### config.mk
export PLATFORM = sky130hd
export DESIGN_NAME = regfile_port_arbiter_flat
export DESIGN_NICKNAME = d
export VERILOG_FILES = /design/src/rtl/regfile_arb_pkg.sv /design/src/rtl/regfile_port_arbiter_if.sv /design/src/rtl/regfile_arb_guard_ctr.sv /design/src/rtl/regfile_port_arbiter.sv /design/src/flat_wrapper.sv
export SDC_FILE = /design/constraint.sdc
export NUM_CORES = 1
export LEC_CHECK = 0
export CAP_MARGIN = 25
export CORE_ASPECT_RATIO = 1.5
export CORE_MARGIN = 1.5
export CORE_UTILIZATION = 30
export CTS_BUF_LIST = sky130_fd_sc_hd__clkbuf_16
export DETAILED_ROUTE_END_ITERATION = 10
export GPL_ROUTABILITY_DRIVEN = 0
export HOLD_SLACK_MARGIN = 0.06
export PLACE_DENSITY_LB_ADDON = 0.2
export SETUP_SLACK_MARGIN = 0.2
export SLEW_MARGIN = 25
export SYNTH_ARGS = -nofsm -noshare
export SYNTH_HDL_FRONTEND = slang
export SYNTH_SLANG_ARGS = --single-unit
### constraint.sdc
create_clock -name clk_i -period 1.8 [get_ports clk_i]
set_input_delay 0.36 -clock clk_i [delete_from_list [all_inputs] [get_ports clk_i]]
set_output_delay 0.36 -clock clk_i [all_outputs]
set_load 0.01 [all_outputs]
### src/rtl/regfile_arb_pkg.sv
// Shared definitions for regfile_port_arbiter: the arbiter FSM state
// encoding and the address of the hardwired-zero register.
`timescale 1ns/1ps

package regfile_arb_pkg;

    typedef enum logic [2:0] {
        ST_INIT   = 3'd0,
        ST_IDLE   = 3'd1,
        ST_STALL  = 3'd2,
        ST_ACCESS = 3'd3,
        ST_RESP   = 3'd4
    } arb_state_e;

    // Register 0 reads as zero and silently drops writes.
    localparam int unsigned X0_ADDR = 32'd0;

endpackage

### src/rtl/regfile_port_arbiter_if.sv
// Bundle of the core, debug and register-file signals around the
// regfile_port_arbiter. The arbiter uses the slave modport; the
// surrounding core/UART/register-file environment uses master.
`timescale 1ns/1ps

interface regfile_port_arbiter_if #(
    parameter int DATA_WIDTH = 32,
    parameter int ADDR_WIDTH = 5
);
    // core writeback / decode side
    logic                  core_we;
    logic [ADDR_WIDTH-1:0] core_a3;
    logic [ADDR_WIDTH-1:0] core_a1;
    logic [DATA_WIDTH-1:0] core_wd3;
    logic                  core_stall;
    // UART debug / loader side
    logic                  dbg_req;
    logic                  dbg_wr;
    logic [ADDR_WIDTH-1:0] dbg_addr;
    logic [DATA_WIDTH-1:0] dbg_wdata;
    logic                  dbg_ack;
    logic [DATA_WIDTH-1:0] dbg_rdata;
    // register file ports
    logic                  rf_we3;
    logic [ADDR_WIDTH-1:0] rf_a3;
    logic [DATA_WIDTH-1:0] rf_wd3;
    logic [ADDR_WIDTH-1:0] rf_a1;
    logic [DATA_WIDTH-1:0] rf_rd1;
    // status
    logic                  init_done;

    modport slave (
        input  core_we, core_a3, core_a1, core_wd3,
        input  dbg_req, dbg_wr, dbg_addr, dbg_wdata,
        input  rf_rd1,
        output core_stall, dbg_ack, dbg_rdata,
        output rf_we3, rf_a3, rf_wd3, rf_a1,
        output init_done
    );

    modport master (
        output core_we, core_a3, core_a1, core_wd3,
        output dbg_req, dbg_wr, dbg_addr, dbg_wdata,
        output rf_rd1,
        input  core_stall, dbg_ack, dbg_rdata,
        input  rf_we3, rf_a3, rf_wd3, rf_a1,
        input  init_done
    );

endinterface

### src/rtl/regfile_arb_guard_ctr.sv
// Loadable down-counter with a zero flag. Used by the arbiter to hold off
// the debug side for a number of core-owned IDLE cycles after each access.
`timescale 1ns/1ps

module regfile_arb_guard_ctr #(
    parameter int WIDTH = 3
) (
    input  logic             clk_i,
    input  logic             rst_ni,
    input  logic             load_i,
    input  logic [WIDTH-1:0] load_val_i,
    input  logic             dec_i,
    output logic             zero_o
);

    logic [WIDTH-1:0] cnt_q;
    logic [WIDTH-1:0] cnt_d;

    // Load wins over decrement; decrement stops at zero
    always_comb begin
        cnt_d = cnt_q;
        if (load_i) begin
            cnt_d = load_val_i;
        end else if (dec_i && (cnt_q != {WIDTH{1'b0}})) begin
            cnt_d = cnt_q - WIDTH'(1);
        end else begin
            cnt_d = cnt_q;
        end
    end

    // Counter register
    always_ff @(posedge clk_i or negedge rst_ni) begin
        if (!rst_ni) begin
            cnt_q <= {WIDTH{1'b0}};
        end else begin
            cnt_q <= cnt_d;
        end
    end

    assign zero_o = (cnt_q == {WIDTH{1'b0}});

endmodule

### src/rtl/regfile_port_arbiter.sv
// Shares the register file write port and read port 1 between the core
// and the UART debug/loader path. The debug side is granted after a
// one-cycle STALL, performs its access in ACCESS and is acknowledged in
// RESP; a guard counter then keeps it away for GUARD_CYCLES IDLE cycles.
// Optional feature macro: REGFILE_ARB_INIT_EN -- when defined, every reset
// is followed by a sweep that writes zero to all registers.
`timescale 1ns/1ps

module regfile_port_arbiter
    import regfile_arb_pkg::*;
#(
    parameter int DATA_WIDTH   = 32,
    parameter int ADDR_WIDTH   = 5,
    parameter int GUARD_CYCLES = 4
) (
    input  logic                 clk_i,
    input  logic                 reset_ni,
    regfile_port_arbiter_if.slave bus
);

    localparam int GUARD_W = (GUARD_CYCLES > 0) ? $clog2(GUARD_CYCLES + 1) : 1;
    localparam logic [ADDR_WIDTH-1:0] X0_A = ADDR_WIDTH'(X0_ADDR);

`ifdef REGFILE_ARB_INIT_EN
    localparam arb_state_e RESET_STATE = ST_INIT;
    localparam logic       RESET_STALL = 1'b1;
`else
    localparam arb_state_e RESET_STATE = ST_IDLE;
    localparam logic       RESET_STALL = 1'b0;
`endif

    arb_state_e            state_q;
    arb_state_e            state_d;
    logic                  ack_q;
    logic                  ack_d;
    logic                  stall_q;
    logic                  stall_d;
    logic [DATA_WIDTH-1:0] rdata_q;
    logic [DATA_WIDTH-1:0] rdata_d;

    logic                  rf_we3_s;
    logic [ADDR_WIDTH-1:0] rf_a3_s;
    logic [ADDR_WIDTH-1:0] rf_a1_s;
    logic [DATA_WIDTH-1:0] rf_wd3_s;

    logic                  guard_load_s;
    logic                  guard_dec_s;
    logic                  guard_zero_s;

`ifdef REGFILE_ARB_INIT_EN
    logic [ADDR_WIDTH-1:0] init_ptr_q;
    logic [ADDR_WIDTH-1:0] init_ptr_d;
    logic                  init_done_q;
    logic                  init_done_d;
`endif

    regfile_arb_guard_ctr #(
        .WIDTH (GUARD_W)
    ) u_guard (
        .clk_i      (clk_i),
        .rst_ni     (reset_ni),
        .load_i     (guard_load_s),
        .load_val_i (GUARD_W'(GUARD_CYCLES)),
        .dec_i      (guard_dec_s),
        .zero_o     (guard_zero_s)
    );

    // Next state, register-file port steering and debug read capture
    always_comb begin
        state_d      = state_q;
        rf_we3_s     = 1'b0;
        rf_a3_s      = bus.core_a3;
        rf_wd3_s     = bus.core_wd3;
        rf_a1_s      = bus.core_a1;
        rdata_d      = rdata_q;
        guard_load_s = 1'b0;
        guard_dec_s  = 1'b0;
`ifdef REGFILE_ARB_INIT_EN
        init_ptr_d   = init_ptr_q;
        init_done_d  = init_done_q;
`endif
        case (state_q)
`ifdef REGFILE_ARB_INIT_EN
            ST_INIT: begin
                rf_we3_s = 1'b1;
                rf_a3_s  = init_ptr_q;
                rf_wd3_s = {DATA_WIDTH{1'b0}};
                if (init_ptr_q == {ADDR_WIDTH{1'b1}}) begin
                    state_d     = ST_IDLE;
                    init_done_d = 1'b1;
                end else begin
                    init_ptr_d  = init_ptr_q + ADDR_WIDTH'(1);
                end
            end
`endif
            ST_IDLE: begin
                // The core keeps the ports in the grant cycle, so its
                // writeback in that cycle still lands.
                rf_we3_s = bus.core_we && (bus.core_a3 != X0_A);
                if (!guard_zero_s) begin
                    guard_dec_s = 1'b1;
                end else if (bus.dbg_req) begin
                    state_d = ST_STALL;
                end else begin
                    state_d = ST_IDLE;
                end
            end
            ST_STALL: begin
                state_d = ST_ACCESS;
            end
            ST_ACCESS: begin
                rf_a1_s = bus.dbg_addr;
                if (bus.dbg_wr) begin
                    rf_we3_s = (bus.dbg_addr != X0_A);
                    rf_a3_s  = bus.dbg_addr;
                    rf_wd3_s = bus.dbg_wdata;
                end else begin
                    rdata_d  = (bus.dbg_addr == X0_A) ? {DATA_WIDTH{1'b0}} : bus.rf_rd1;
                end
                state_d = ST_RESP;
            end
            ST_RESP: begin
                // Core is running again in this cycle; let its writeback through.
                rf_we3_s     = bus.core_we && (bus.core_a3 != X0_A);
                guard_load_s = 1'b1;
                state_d      = ST_IDLE;
            end
            default: begin
                state_d = ST_IDLE;
            end
        endcase
        stall_d = (state_d == ST_INIT) || (state_d == ST_STALL) || (state_d == ST_ACCESS);
        ack_d   = (state_d == ST_RESP);
    end

    // FSM state and registered handshake outputs
    always_ff @(posedge clk_i or negedge reset_ni) begin
        if (!reset_ni) begin
            state_q <= RESET_STATE;
            ack_q   <= 1'b0;
            stall_q <= RESET_STALL;
            rdata_q <= {DATA_WIDTH{1'b0}};
        end else begin
            state_q <= state_d;
            ack_q   <= ack_d;
            stall_q <= stall_d;
            rdata_q <= rdata_d;
        end
    end

`ifdef REGFILE_ARB_INIT_EN
    // Clearing-sweep pointer and sticky completion flag
    always_ff @(posedge clk_i or negedge reset_ni) begin
        if (!reset_ni) begin
            init_ptr_q  <= {ADDR_WIDTH{1'b0}};
            init_done_q <= 1'b0;
        end else begin
            init_ptr_q  <= init_ptr_d;
            init_done_q <= init_done_d;
        end
    end

    assign bus.init_done = init_done_q;
`else
    assign bus.init_done = 1'b1;
`endif

    assign bus.core_stall = stall_q;
    assign bus.dbg_ack    = ack_q;
    assign bus.dbg_rdata  = rdata_q;
    assign bus.rf_we3     = rf_we3_s;
    assign bus.rf_a3      = rf_a3_s;
    assign bus.rf_wd3     = rf_wd3_s;
    assign bus.rf_a1      = rf_a1_s;

endmodule
### src/flat_wrapper.sv
// flat-port wrapper written by rule: the top's interface ports become plain ports
module regfile_port_arbiter_flat import regfile_arb_pkg::*;
#(
    parameter int DATA_WIDTH   = 32,
    parameter int ADDR_WIDTH   = 5,
    parameter int GUARD_CYCLES = 4
)
  (clk_i, reset_ni, bus_core_we, bus_core_a3, bus_core_a1, bus_core_wd3, bus_dbg_req, bus_dbg_wr, bus_dbg_addr, bus_dbg_wdata, bus_rf_rd1, bus_core_stall, bus_dbg_ack, bus_dbg_rdata, bus_rf_we3, bus_rf_a3, bus_rf_wd3, bus_rf_a1, bus_init_done);
  regfile_port_arbiter_if #(.DATA_WIDTH(DATA_WIDTH), .ADDR_WIDTH(ADDR_WIDTH)) bus_i ();
  input  logic clk_i;
  input  logic reset_ni;
  input wire logic [$bits(bus_i.core_we)-1:0] bus_core_we;
  input wire logic [$bits(bus_i.core_a3)-1:0] bus_core_a3;
  input wire logic [$bits(bus_i.core_a1)-1:0] bus_core_a1;
  input wire logic [$bits(bus_i.core_wd3)-1:0] bus_core_wd3;
  input wire logic [$bits(bus_i.dbg_req)-1:0] bus_dbg_req;
  input wire logic [$bits(bus_i.dbg_wr)-1:0] bus_dbg_wr;
  input wire logic [$bits(bus_i.dbg_addr)-1:0] bus_dbg_addr;
  input wire logic [$bits(bus_i.dbg_wdata)-1:0] bus_dbg_wdata;
  input wire logic [$bits(bus_i.rf_rd1)-1:0] bus_rf_rd1;
  output wire logic [$bits(bus_i.core_stall)-1:0] bus_core_stall;
  output wire logic [$bits(bus_i.dbg_ack)-1:0] bus_dbg_ack;
  output wire logic [$bits(bus_i.dbg_rdata)-1:0] bus_dbg_rdata;
  output wire logic [$bits(bus_i.rf_we3)-1:0] bus_rf_we3;
  output wire logic [$bits(bus_i.rf_a3)-1:0] bus_rf_a3;
  output wire logic [$bits(bus_i.rf_wd3)-1:0] bus_rf_wd3;
  output wire logic [$bits(bus_i.rf_a1)-1:0] bus_rf_a1;
  output wire logic [$bits(bus_i.init_done)-1:0] bus_init_done;
  assign bus_i.core_we = bus_core_we;
  assign bus_i.core_a3 = bus_core_a3;
  assign bus_i.core_a1 = bus_core_a1;
  assign bus_i.core_wd3 = bus_core_wd3;
  assign bus_i.dbg_req = bus_dbg_req;
  assign bus_i.dbg_wr = bus_dbg_wr;
  assign bus_i.dbg_addr = bus_dbg_addr;
  assign bus_i.dbg_wdata = bus_dbg_wdata;
  assign bus_i.rf_rd1 = bus_rf_rd1;
  assign bus_core_stall = bus_i.core_stall;
  assign bus_dbg_ack = bus_i.dbg_ack;
  assign bus_dbg_rdata = bus_i.dbg_rdata;
  assign bus_rf_we3 = bus_i.rf_we3;
  assign bus_rf_a3 = bus_i.rf_a3;
  assign bus_rf_wd3 = bus_i.rf_wd3;
  assign bus_rf_a1 = bus_i.rf_a1;
  assign bus_init_done = bus_i.init_done;
  regfile_port_arbiter #(.DATA_WIDTH(DATA_WIDTH), .ADDR_WIDTH(ADDR_WIDTH), .GUARD_CYCLES(GUARD_CYCLES)) u_core (.clk_i(clk_i), .reset_ni(reset_ni), .bus(bus_i));
endmodule
==> flow_metrics.tcl, run 1 <==
set metrics [dict create \
    finish.net_count 547 \
    setup_repair_after_global_routing_missed_its_margin "yes" \
    synth.avg_cell_area_um2 11.2 \
    power_density_nw_per_um2 1090 \
    drive_above_1_share_pct 32.1 \
    first_global_vias 2560 \
    clock_tree.root_cell "sky130_fd_sc_hd__clkbuf_16" \
    max_stage_delay_ns 0.55 \
    route.antenna.remaining_nets 0 \
    synthDistinctLibCells 36 \
    max-clock-path-buffers 2 \
    postSynthCellCount 214 \
    final_cell_area_um2 4990 \
    fillcell_total 597 \
    use_met2_pct 37.4 \
    post-route-drc-count 0 \
    post-dp-hpwl_um 6860 \
    timing_worst_setup_path_type "reg2out" \
    end_kind "output port" \
    grt_start_max_net_pins 33 \
    grt_use_met3_pct 7.99 \
    finalSetupViolCount 43 \
    cp_data_required_time_ns 1.44 \
    clkSinkCount 40 \
    violation_count_after_the_first_detailed_route_iteration 62 \
    place_area_um2 4500 \
    clock_tree_from_tritoncts "built" \
    cpMostUsedCell "sky130_fd_sc_hd__buf_6" \
    worstPathCellList "nand3b_4 -> clkinv_4 -> nand2_8 -> buf_8 -> buf_6 -> mux2_4 -> buf_6" \
    globalRoute.totalOverflow 0 \
    die-area_um2 8530 \
    max_cap_viol_count 0 \
    cts_made_buffers 5 \
    placed_cell_count 509 \
    worst_setup_skew_after_layout_ns 0.00180 \
    synth_warnings 0 \
    synth.cell_area_um2 2390 \
    die-height_um 112 \
    finalHoldViolations 0 \
    ys_seq_area_share_pct 41.9 \
    grt_antenna_before_repair 0 \
    layout_worst_path_cycle_share_pct 118 \
    core-area_um2 7660 \
    vias_per_cell 4.75 \
    routed-via-count 2525 \
    hold_slack_ns 0.487 \
    synth_top_area_share_pct 40.8 \
    initial_util_pct 31.2 \
    cpMaxStageDelayCell "sky130_fd_sc_hd__dfstp_2" \
    length_of_the_first_detailed_routing_pass_in_iterations 4 \
    placement_rows 39 \
    synth_top_area_cell "sky130_fd_sc_hd__dfrtp_1" \
    critPathBufInv 4 \
    groute.layer.met1.usage_pct 23.3 \
    floorplan.die.width_um 75.9 \
    hold_class "reg2reg" \
    h-tree-depth 2 \
    detail_route.wl_per_cell_um 17.9 \
    ioPinCount 194 \
    final_cell_count_no_fill 532 \
    grt_pass1_wl_um 13600 \
    ir_drop_v 0.000922 \
    ys_seq_elements 40 \
    power_leakage_uw 0.00220 \
    post_synth_main_area_contributors "sky130_fd_sc_hd__dfrtp_1 41%, sky130_fd_sc_hd__mux2_4 12%, sky130_fd_sc_hd__o2bb2ai_1 12%" \
    critical_path_arrival_ns 1.76 \
    status "complete, but fails checks" \
    post-route-min-period_ns 2.12 \
    worst_slack_ns -0.325 \
    clk_pin_slew_worst_paths_ns 0.06 \
    syn2layout_area_growth_pct 109 \
    globalRoute.busiestLayer "met2" \
    grt_use_total_pct 21.5 \
    fmaxAchievable_mhz 471 \
    critical_path.top_delay_family "flip-flops" \
    diodes 0 \
    route.final.wire_length_um 9500 \
    timing.critical_path.fanout_max 5 \
    insertion_delay_ns 0.28 \
    pre_cts_ws_ns -0.670 \
    placement.io_buffers 192 \
    violations "setup timing" \
    syn_nets 332 \
    crit_path_launch_type "flop" \
    slew_violations 0 \
]
## final cells by class
type | instances | area, um2 | area share [%]
Clock buffer | 5 | 125 | 2.51
Multi-Input combinational cell | 152 | 1260 | 25.2
Clock inverter | 3 | 13.8 | 0.276
Sequential cell | 40 | 1000 | 20.1
Timing Repair Buffer | 226 | 2450 | 49.0
Tap cell | 102 | 128 | 2.56
Inverter | 4 | 20.0 | 0.401
## per-layer routing
metal / vias to the layer above / wire, um / share of wire [%]
li1: 1189 / - / -
met1: 1181 / 3420 / 36
met2: 142 / 4720 / 50
met3: 13 / 1180 / 12
met4: 0 / 187 / 2.0
met5: - / 0 / 0
## layout by cell type (no fill, tap or decap), types with 3 or more instances in the layout
master                            count
sky130_fd_sc_hd__a21oi_1              4
sky130_fd_sc_hd__buf_12               9
sky130_fd_sc_hd__buf_16               4
sky130_fd_sc_hd__buf_4               12
sky130_fd_sc_hd__buf_6               43
sky130_fd_sc_hd__clkbuf_16            6
sky130_fd_sc_hd__clkbuf_2             3
sky130_fd_sc_hd__clkdlybuf4s15_2      5
sky130_fd_sc_hd__clkdlybuf4s50_1    141
sky130_fd_sc_hd__dfrtp_1             39
sky130_fd_sc_hd__dlygate4sd2_1        3
sky130_fd_sc_hd__inv_1                3
sky130_fd_sc_hd__mux2_2              18
sky130_fd_sc_hd__mux2_4              19
sky130_fd_sc_hd__nand2_1             49
sky130_fd_sc_hd__nand2b_1             3
sky130_fd_sc_hd__o2bb2ai_1           32
## report_power, final
part	switching (uW)	internal [uW]	leakage, uW
sequential	233	1300	0.000507
clock	341	503	0.0000710
combinational	1180	1900	0.00162
total	1750	3700	0.00220
## registers in the layout, summed over array words and instances, names as in the netlist
name / cells
u_core.bus.dbg_ack: 1
u_core.bus.dbg_rdata: 32
u_core.state_q: 3
u_core.u_guard.cnt_q: 3
u_core.bus.core_stall: 1
## cells in the mapped netlist, drive strengths merged
cell and number:
nand2 50, dfrtp 39, mux2 37, o2bb2ai 32, buf 14, a21oi 4
clkbuf 4, inv 4, nand2b 3, nand3b 3, nor2b 3, a22o 2
ha 2, nor2 2, o31ai 2, or4 2, a22oi 1, and4bb 1
conb 1, dfstp 1, nand3 1, o21bai 1, o22ai 1, o41ai 1
or2 1, or3b 1, xor2 1
## logic make-up after synthesis
family	Yosys count	synth area share, %
mux	37	20.4
xor+xnor	1	0.366
fa+ha+maj	2	1.05
compound gates	44	15.2
simple gates	67	13.8
other cells	1	0.157
flops	40	41.9
buf+inv	22	7.12
## path summary, 6_finish.rpt
| check | endpoint | startpoint | slack [ns] | cells past startpoint |
|---|---|---|---|---|
| min in group asynchronous | u_core.bus.dbg_rdata[2] | reset_ni | 0.53 | 2 |
| worst min register to register | u_core.bus.dbg_rdata[30] | u_core.bus.dbg_rdata[30] | 0.49 | 1 |
| worst max register to register | u_core.bus.dbg_rdata[21] | u_core.state_q[0] | 0.32 | 5 |
| max in group asynchronous | u_core.bus.dbg_rdata[10] | reset_ni | 0.74 | 3 |
| worst min-delay path | u_core.bus.dbg_rdata[30] | u_core.bus.dbg_rdata[30] | 0.49 | 1 |
| worst max-delay path | bus_rf_wd3[28] | u_core.state_q[0] | -0.32 | 7 |
## per-stage QoR
| step | util [%] | setup TNS [ns] | total power, uW |
|---|---|---|---|
| floorplan | - | -0.629 | 2870 |
| global placement | 58.7 | -31.24 | 4380 |
| detailed placement | 58.7 | -32.21 | 4440 |
| CTS | 64.2 | -11.51 | 5480 |
| global route | 65.2 | -13.80 | 5810 |
| finish | 65.2 | -11.59 | 5450 |
## repair_timing
item                                    CTS  global route
hold buffers                              1             0
gates cloned                              4             1
endpoints found under the hold margin    14             0
pin swaps                                 3             2
endpoints found under the setup margin   76            77
resized for setup                       241            14
buffers inserted                          6             3
Power figures use the tool's default switching activity.
==> inputs of run 2 (changes only) <==
- ABC_AREA: not set -> 1
- CORE_UTILIZATION: 30 -> 29
- SLEW_MARGIN: 25 -> 20
==> run 2 against run 1 <==
  * The run still ends with setup timing left
  * Clock power rose by 0.6%
  * Core utilization rose by 2.7 points
  * First-iteration DRC count rose by 6.5%
  * Final cell count rose by 22%
  * Worst hold slack got worse by 0.36 ns
  * Largest cell class unchanged
  * Global-route usage rose by 1.7 points
  * Sequential cell count did not move
  * Setup slack improved by 0.13 ns
  * Clock-buffer cell count did not move
  * Clock skew rose by 0.0049 ns
  * Register-to-register slack got worse by 0.29 ns
==> flow_metrics.tcl, run 2 <==
set metrics [dict create \
    floorplan.die.width_um 74.7 \
    vias_per_cell 4.63 \
    post_synth_main_area_contributors "sky130_fd_sc_hd__dfrtp_1 44%, sky130_fd_sc_hd__nand2_1 31%, sky130_fd_sc_hd__nand3_1 9.0%" \
    synth.cell_area_um2 2230 \
    syn_nets 446 \
    synthDistinctLibCells 20 \
    worst_slack_ns -0.191 \
    critical_path_arrival_ns 1.63 \
    timing.critical_path.fanout_max 6 \
    worstPathCellList "nand2_4 -> nor2_4 -> nand2_4 -> buf_4 -> nand2_1 -> nand2_1 -> buf_2" \
    die-area_um2 8250 \
    postSynthCellCount 328 \
    timing_worst_setup_path_type "reg2out" \
    end_kind "output port" \
    violations "setup timing" \
    timing.max_slew.rel_slack_pct 65.7 \
    finish.net_count 665 \
    clock_tree.root_cell "sky130_fd_sc_hd__clkbuf_16" \
    largest_register_ffs 32 \
    grt_use_total_pct 23.2 \
    ys_dominant_reg_cell "sky130_fd_sc_hd__dfrtp_1" \
    grt_antenna_before_repair 0 \
    pre_cts_ws_ns -0.471 \
    hold_slack_ns 0.123 \
    violation_count_after_the_first_detailed_route_iteration 66 \
    slew_violations 0 \
    synth.avg_cell_area_um2 6.81 \
    mostFrequentLayoutCell "sky130_fd_sc_hd__clkdlybuf4s50_1" \
    synth_top_area_share_pct 43.7 \
    fmaxAchievable_mhz 502 \
    initial_util_pct 29.5 \
    max_cap_viol_count 0 \
    insertion_delay_ns 0.29 \
    clkSinkCount 40 \
    post-dp-hpwl_um 7160 \
    post-route-min-period_ns 1.99 \
    detail_route.wl_per_cell_um 16.2 \
    status "complete, but fails checks" \
    ys_seq_area_share_pct 44.8 \
    worst_setup_skew_after_layout_ns 0.00668 \
    length_of_the_first_detailed_routing_pass_in_iterations 4 \
    place_area_um2 4360 \
    power_leakage_uw 0.00263 \
    ioPinCount 194 \
    layout_worst_path_cycle_share_pct 111 \
    placed_cell_count 627 \
    syn2layout_area_growth_pct 130 \
    async_flop_share_pct 100 \
    core-area_um2 7560 \
    report.power.total_uw 5960 \
    finalHoldViolations 0 \
    die-height_um 111 \
    diodes 0 \
    cts_made_buffers 5 \
    ir_drop_v 0.000966 \
    cell_types_with_the_highest_counts_after_synthesis "186 x sky130_fd_sc_hd__nand2_1, 40 x sky130_fd_sc_hd__nand3_1, 39 x sky130_fd_sc_hd__dfrtp_1" \
    slew_at_the_pin_closest_to_its_max_slew_limit_ns 0.515 \
    synth_warnings 0 \
    post-route-drc-count 0 \
    hold_class "in2async" \
    placement.io_buffers 192 \
    finalSetupViolCount 43 \
    globalRoute.totalOverflow 0 \
    placement_rows 39 \
    drive_above_1_share_pct 35.6 \
    number_of_enable_type_register_cells_in_the_synthesized_netlist 0 \
    clock_tree_from_tritoncts "built" \
    cts_hold_repair.buffers 0 \
    route.antenna.remaining_nets 0 \
    synth_top_area_cell "sky130_fd_sc_hd__dfrtp_1" \
    route.final.wire_length_um 10500 \
    final_cell_area_um2 5140 \
    routed-via-count 3008 \
    layout_common_cells "134 x sky130_fd_sc_hd__clkdlybuf4s50_1, 106 x sky130_fd_sc_hd__nand2_1, 67 x sky130_fd_sc_hd__nand2_2" \
    ys_seq_elements 40 \
    cpMaxStageDelayCell "sky130_fd_sc_hd__dfstp_2" \
    power_density_nw_per_um2 1160 \
    grt_pass1_wl_um 14500 \
    h-tree-depth 2 \
    max-clock-path-buffers 2 \
    grt_start_max_net_pins 41 \
    crit_path_launch_type "flop" \
    final_cell_count_no_fill 649 \
    clk_pin_slew_worst_paths_ns 0.06 \
    cp_data_required_time_ns 1.44 \
    synth_most_common_cell "sky130_fd_sc_hd__nand2_1" \
    setup_repair_after_global_routing_missed_its_margin "yes" \
    max_stage_delay_ns 0.55 \
    first_global_vias 2990 \
]
-- run 2: cell types whose count changed after synthesis, moves of 10 or more --
cell	change
sky130_fd_sc_hd__o21ai_0	+10
sky130_fd_sc_hd__inv_1	+11
sky130_fd_sc_hd__nand3_1	+39
sky130_fd_sc_hd__mux2_4	-19
sky130_fd_sc_hd__mux2_2	-18
sky130_fd_sc_hd__o2bb2ai_1	-32
sky130_fd_sc_hd__nand2_1	+137
-- run 2: routing by layer --
metal	vias to the layer above	share of wire [%]	GRT usage [%]
met2	147	50	39.9
li1	1451	-	-
met5	-	0	0
met3	17	11	7.76
met4	0	2.0	7.03
met1	1393	37	26.4
-- run 2: path summary, 6_finish.rpt --
| kind | slack, ns | end | start | cells after the start |
|---|---|---|---|---|
| min reg2reg | 0.48 | u_core.bus.dbg_rdata[25] | u_core.bus.dbg_rdata[25] | 2 |
| max | -0.19 | bus_rf_wd3[9] | u_core.state_q[0] | 7 |
| max reg2reg | 0.03 | u_core.bus.dbg_rdata[7] | u_core.state_q[0] | 10 |
| min in group clk_i | 0.48 | u_core.bus.dbg_rdata[25] | u_core.bus.dbg_rdata[25] | 2 |
| min | 0.12 | u_core.bus.dbg_rdata[14] | reset_ni | 2 |
| max in group asynchronous | 1.29 | u_core.state_q[0] | reset_ni | 2 |
-- run 2: logic make-up after synthesis --
logic type / Yosys count / share of synthesized area (%)
buffers and inverters: 34 / 7.28
AO/OA/AOI/OAI: 13 / 3.08
flip-flops: 40 / 44.8
adder cells (fa/ha/maj): 2 / 1.12
AND/OR/NAND/NOR: 238 / 43.5
other: 1 / 0.168
-- run 2: critical path, delay by kind of cell (launching register included) --
kind | cells | cell delay [ns]
buf+inv | 2 | 0.32
flops | 1 | 0.55
simple gates | 5 | 0.48
-- run 2: through the flow --
step | utilization, % | TNS, ns
floorplan | - | 0
global placement | 57.6 | -18.04
global route | 67.9 | -9.27
finish | 67.9 | -6.48
detailed placement | 57.6 | -18.35
CTS | 61.8 | -8.88
-- run 2: final cells by class --
class                      instances  area, um2
sequential                        40       1000
timing repair inverter             3       55.1
timing repair buffer             226       2270
tap                              102        128
multi-input combinational        254       1440
fill                             647       2430
clock inverter                     2       12.5
clock buffer                       5        125
inverter                          17        100
-- run 2: where the power goes --
part,total (uW),switching [uW],internal [uW]
clock,849,347,502
combinational,3480,1630,1850
sequential,1630,313,1320
-- run 2: timing repair --
item                                    in CTS  in global routing
buffers inserted                             3                  5
cloned                                       1                  6
endpoints found under the setup margin      43                 82
pin swaps                                   32                 38
resized for setup                          206                157
==> inputs of run 3 (changes only) <==
- SETUP_SLACK_MARGIN: 0.2 -> 0.3
==> run 3 against run 2 <==
  * The run still ends with setup timing left
  * Via count up 2.5%
  * First-iteration DRC count down 17%
  * Core utilization up 4.4 points
  * Register-to-register slack worse by 0.16 ns
  * Sequential power down 5%
  * Clock skew down 0.0027 ns
  * Sequential share of layout area down 1.2 points
  * Highest routed layer unchanged
==> flow_metrics.tcl, run 3 (synthesis gave the netlist of run 2 again) <==
set metrics [dict create \
    status "complete, but fails checks" \
    violations "setup timing" \
    place_area_um2 4400 \
    vias_per_cell 4.62 \
    timing_worst_setup_path_type "reg2out" \
    final_cell_area_um2 5470 \
    syn2layout_area_growth_pct 145 \
    timing.critical_path.fanout_max 7 \
    post-route-min-period_ns 2.06 \
    hold_class "in2async" \
    diodes 0 \
    cts_hold_repair.buffers 0 \
    setup_repair_after_global_routing_missed_its_margin "yes" \
    globalRoute.totalOverflow 0 \
    critical_path_arrival_ns 1.70 \
    p_sw_share_pct 37.7 \
    first_global_vias 3101 \
    length_of_the_first_detailed_routing_pass_in_iterations 4 \
    mostFrequentLayoutCell "sky130_fd_sc_hd__clkdlybuf4s50_1" \
    ioPinCount 194 \
    clkSinkCount 40 \
    power_leakage_uw 0.00278 \
    layout_common_cells "114 x sky130_fd_sc_hd__clkdlybuf4s50_1, 111 x sky130_fd_sc_hd__nand2_1, 54 x sky130_fd_sc_hd__nand2_2" \
    die-height_um 111 \
    post_layout_util_pct 72.4 \
    final_total_negative_setup_slack_ns -13.05 \
    end_kind "output port" \
    die-area_um2 8250 \
    core-area_um2 7560 \
    power.clock.fraction_pct 16.6 \
    post-dp-hpwl_um 6980 \
    slew_violations 0 \
    routed-via-count 3084 \
    grt_antenna_before_repair 0 \
    seq_power_share_pct 25.6 \
    clock_tree_from_tritoncts "built" \
    power_frac_comb_pct 57.8 \
    cts_made_buffers 5 \
    finish.net_count 682 \
    power_density_nw_per_um2 1100 \
    floorplan.die.width_um 74.7 \
    fmaxAchievable_mhz 485 \
    crit_path_launch_type "flop" \
    post-route-drc-count 0 \
    max-clock-path-buffers 2 \
    grt_pass1_wl_um 15100 \
    ir_drop_v 0.00107 \
    largest_register_ffs 32 \
    h-tree-depth 2 \
    route.final.wire_length_um 10600 \
    violation_count_after_the_first_detailed_route_iteration 55 \
    insertion_delay_ns 0.28 \
    slew_at_the_pin_closest_to_its_max_slew_limit_ns 0.533 \
    finalHoldViolations 0 \
    worst_setup_skew_after_layout_ns 0.00395 \
    clock_tree.root_cell "sky130_fd_sc_hd__clkbuf_16" \
    placement_rows 39 \
    finalSetupViolCount 75 \
    route.antenna.remaining_nets 0 \
    layout_worst_path_cycle_share_pct 115 \
    detail_route.wl_per_cell_um 16.0 \
    hold_slack_ns 0.0523 \
    timing.max_slew.rel_slack_pct 64.5 \
    cp_data_required_time_ns 1.44 \
    pre_cts_ws_ns -0.503 \
    clk_pin_slew_worst_paths_ns 0.06 \
    initial_util_pct 29.5 \
    grt_use_total_pct 23.9 \
    drive_above_1_share_pct 40.4 \
    worst_slack_ns -0.264 \
    placement.io_buffers 192 \
    max_cap_viol_count 0 \
    total_switching_power_uw 2280 \
    grt_start_max_net_pins 33 \
    internal_power_uw 3760 \
]
run 3: cell count changes in the layout (fill, tap and decap cells not counted), moves of 5 or more:
| cell | delta |
|---|---|
| sky130_fd_sc_hd__nand2_1 | +5 |
| sky130_fd_sc_hd__buf_6 | +19 |
| sky130_fd_sc_hd__dlygate4sd2_1 | +34 |
| sky130_fd_sc_hd__nand2_2 | -13 |
| sky130_fd_sc_hd__buf_4 | +5 |
| sky130_fd_sc_hd__clkdlybuf4s50_1 | -20 |
| sky130_fd_sc_hd__nand2_4 | +8 |
| sky130_fd_sc_hd__buf_2 | -11 |
| sky130_fd_sc_hd__dlymetal6s2s_1 | -14 |
| sky130_fd_sc_hd__nand3_2 | +15 |
| sky130_fd_sc_hd__o21ai_1 | -5 |
| sky130_fd_sc_hd__nand3_1 | -15 |
run 3: worst max-delay path, cell delays in order (launching register included):
cell	delay (ns)
sky130_fd_sc_hd__dfstp_2	0.56
sky130_fd_sc_hd__nand2_4	0.06
sky130_fd_sc_hd__nor2_4	0.12
sky130_fd_sc_hd__nand2_4	0.10
sky130_fd_sc_hd__inv_6	0.10
sky130_fd_sc_hd__buf_12	0.12
sky130_fd_sc_hd__buf_16	0.14
sky130_fd_sc_hd__nand2_2	0.04
sky130_fd_sc_hd__nand2_1	0.06
sky130_fd_sc_hd__buf_2	0.12
run 3: what timing repair did:
item | 4_1_cts | 5_1_grt
buffers inserted | 15 | 6
gates resized for setup | 322 | 96
endpoints found under the setup margin | 83 | 75
pin swaps | 27 | 50
gates cloned | 8 | 1
run 3: through the flow:
stage	std cells	total power [uW]
after floorplan	328	2790
after global placement	629	4490
after detailed placement	629	4550
after CTS	660	5740
after global routing	667	6450
final	667	6040
run 3: path summary, 6_finish.rpt:
path                                          startpoint                  endpoint  slack, ns  depth (start not counted)
min in group clk_i              u_core.bus.dbg_rdata[14]  u_core.bus.dbg_rdata[14]       0.47                          2
worst min-delay path                            reset_ni  u_core.bus.dbg_rdata[11]       0.05                          1
worst min register to register  u_core.bus.dbg_rdata[14]  u_core.bus.dbg_rdata[14]       0.47                          2
max in group asynchronous                       reset_ni         u_core.state_q[0]       1.14                          2
worst max register to register         u_core.state_q[0]  u_core.bus.dbg_rdata[13]      -0.13                         11
worst max-delay path                   u_core.state_q[0]             bus_rf_wd3[2]      -0.26                          9
run 3: power groups by stage:
stage	Clock [uW]	Sequential, uW	Combinational, uW
2_1_floorplan	0	1710	1080
4_1_cts	1020	1550	3180
3_3_place_gp	0	1550	2940
3_5_place_dp	0	1550	3000
5_1_grt	1070	1600	3780
6_report	1000	1550	3490
run 3: metal layers:
metal | part of all wire (%) | global-route usage [%]
met1 | 35 | 25.3
met2 | 51 | 42.3
met3 | 11 | 8.30
met4 | 2.6 | 8.12
met5 | 0 | 0
run 3: layout make-up:
cell class / instances / area [um2]
tap: 102 / 128
fill: 587 / 2090
clock buffer: 5 / 125
sequential: 40 / 1000
timing repair buffer: 244 / 2500
multi-input combinational: 254 / 1570
timing repair inverter: 2 / 20.0
clock inverter: 3 / 42.5
inverter: 17 / 83.8
==> variant (config.mk and constraints of run 3) <==
Re-encode `arb_state_e` (5 states) as one-hot, 5 bits wide.
--- a/src/rtl/regfile_arb_pkg.sv
+++ b/src/rtl/regfile_arb_pkg.sv
@@ -4,12 +4,12 @@
 
 package regfile_arb_pkg;
 
-    typedef enum logic [2:0] {
-        ST_INIT   = 3'd0,
-        ST_IDLE   = 3'd1,
-        ST_STALL  = 3'd2,
-        ST_ACCESS = 3'd3,
-        ST_RESP   = 3'd4
+    typedef enum logic [4:0] {
+        ST_INIT   = 5'b00001,
+        ST_IDLE   = 5'b00010,
+        ST_STALL  = 5'b00100,
+        ST_ACCESS = 5'b01000,
+        ST_RESP   = 5'b10000
     } arb_state_e;
 
     // Register 0 reads as zero and silently drops writes.
Check against the original RTL: same outputs for any inputs over 10 cycles, from zero or initial values and one cycle with reset_ni low; not proved beyond that.
==> variant against run 3 <==
The run still ends with negative setup slack left; sequential cell count increased by 2; routed wire length decreased by 16%; critical path depth increased by 1; worst setup slack improved by 0.043 ns; critical path type unchanged; design area decreased by 3.8%; synthesized cell count increased by 6.7%; die area increased by 6.9%; area after synthesis increased by 7.2%; count of clock-buffer cells in the layout unchanged; cell count increased by 0.75%.
Power is not compared: it rests on default switching activity, and its combinational part moved more than twofold at a synthesized area within 25%.
==> variant: results (changes against run 3) <==
CP max stage delay -> 0.40 ns (-0.16 ns)
all-layer global routing usage -> 20.0% (-3.8 points)
Avg WL per Cell -> 13.4 um (-16%)
largest net degree at the start of global routing -> 65 (+97%)
Placed Area -> 0.00459 mm^2 (+4.4%)
Crit Path Max Fanout -> 8 (+1)
DP Wirelength -> 6.38 mm (-8.7%)
final std cells w/o fill -> 672 (+0.75%)
Top delay family on crit path -> simple AND/OR/NAND/NOR gates
first-pass GRT wire length -> 14.2 mm (-5.6%)
Syn Area/Cell -> 6.84 um^2 (+0.43%)
final worst slack -> -0.221 ns (+0.0431 ns)
Worst Max-Slew Pin Slew -> 0.535 ns (+0.00172 ns)
# nets final -> 683 (+0.15%)
Fillers -> 674 (+15%)
Adder-Cell Fraction of Synth Area -> 1.04% (-0.075 points)
largest cells by area after synthesis -> dfrtp_1, nand2_1, o21ai_0
syn_nets -> 468 (+4.9%)
Synth Area in XOR/XNOR -> 0.366% (+0.37 points)
Seq/Total Area, Yosys -> 43.9% (-0.91 points)
Setup violations, final -> 43 (-43%)
DRT iter0 DRCs -> 76 (+38%)
DR pass1 iterations -> 6 (+2)
commonest cells in the netlist -> nand2_1, o21ai_0, dfrtp_1, o21ai_1, inv_1
Cells after DPL -> 648 (+3.0%)
Critical Path AT -> 1.66 ns (-0.04 ns)
violated checks -> negative setup slack
outcome -> complete, but fails checks
vias per inst -> 4.69 (+1.3%)
Worst Skew -> 0.00683 ns (+0.00288 ns)
Slowest cell on crit path -> dfrtp_1
Synth Area in Compound Gates -> 15.5% (+12 points)
Setup Total Neg Slack -> -7.55 ns (+5.50 ns)
layout cells sized above 1 -> 37.1% (-3.3 points)
vias in the first global route -> 3049 (-1.7%)
variant: changes by cell type after synthesis, moves of 4 or more:
| cell | change |
|---|---|
| buf_4 | -4 |
| o21ai_0 | +33 |
| o21ai_1 | +31 |
| clkbuf_1 | +7 |
| nand2_1 | -20 |
| nand3_1 | -31 |
variant: metal layers:
layer	vias to the layer above	GRT usage [%]	wire length (um)
met1	1433	23.2	3400
met4	0	7.52	145
met2	166	36.0	4770
met3	12	4.14	668
li1	1538	-	-
met5	-	0	0
variant: area by class of cell:
cell class	instances	area, um^2	share of cell area [%]
antenna	1	2.50	0.0475
clock buffer	5	125	2.38
clock inverter	3	11.3	0.214
inverter	17	63.8	1.21
multi-input combinational	268	1620	30.7
sequential	42	1050	20.0
tap	105	131	2.49
timing repair buffer	231	2260	43.0
variant: repair_timing:
item,in CTS,in global routing
buffers inserted,8,3
gates resized for setup,273,112
gates cloned,4,0
setup endpoints to repair,76,80
pin swaps,3,24
variant: final timing paths:
check                                                          from                                   end  slack (ns)  cells past startpoint
worst min-delay path                                       reset_ni   u_core.bus.dbg_rdata[6]$_DFFE_PN0P_        0.15                      2
worst min register to register  u_core.bus.dbg_rdata[3]$_DFFE_PN0P_   u_core.bus.dbg_rdata[3]$_DFFE_PN0P_        0.48                      2
max in group asynchronous                                  reset_ni           u_core.state_q[1]$_DFF_PN1_        1.28                      2
min in group clk_i              u_core.bus.dbg_rdata[3]$_DFFE_PN0P_   u_core.bus.dbg_rdata[3]$_DFFE_PN0P_        0.48                      2
worst max register to register          u_core.state_q[2]$_DFF_PN0_  u_core.bus.dbg_rdata[30]$_DFFE_PN0P_        0.15                      9
worst max-delay path                    u_core.state_q[2]$_DFF_PN0_                          bus_rf_a3[1]       -0.22                     10
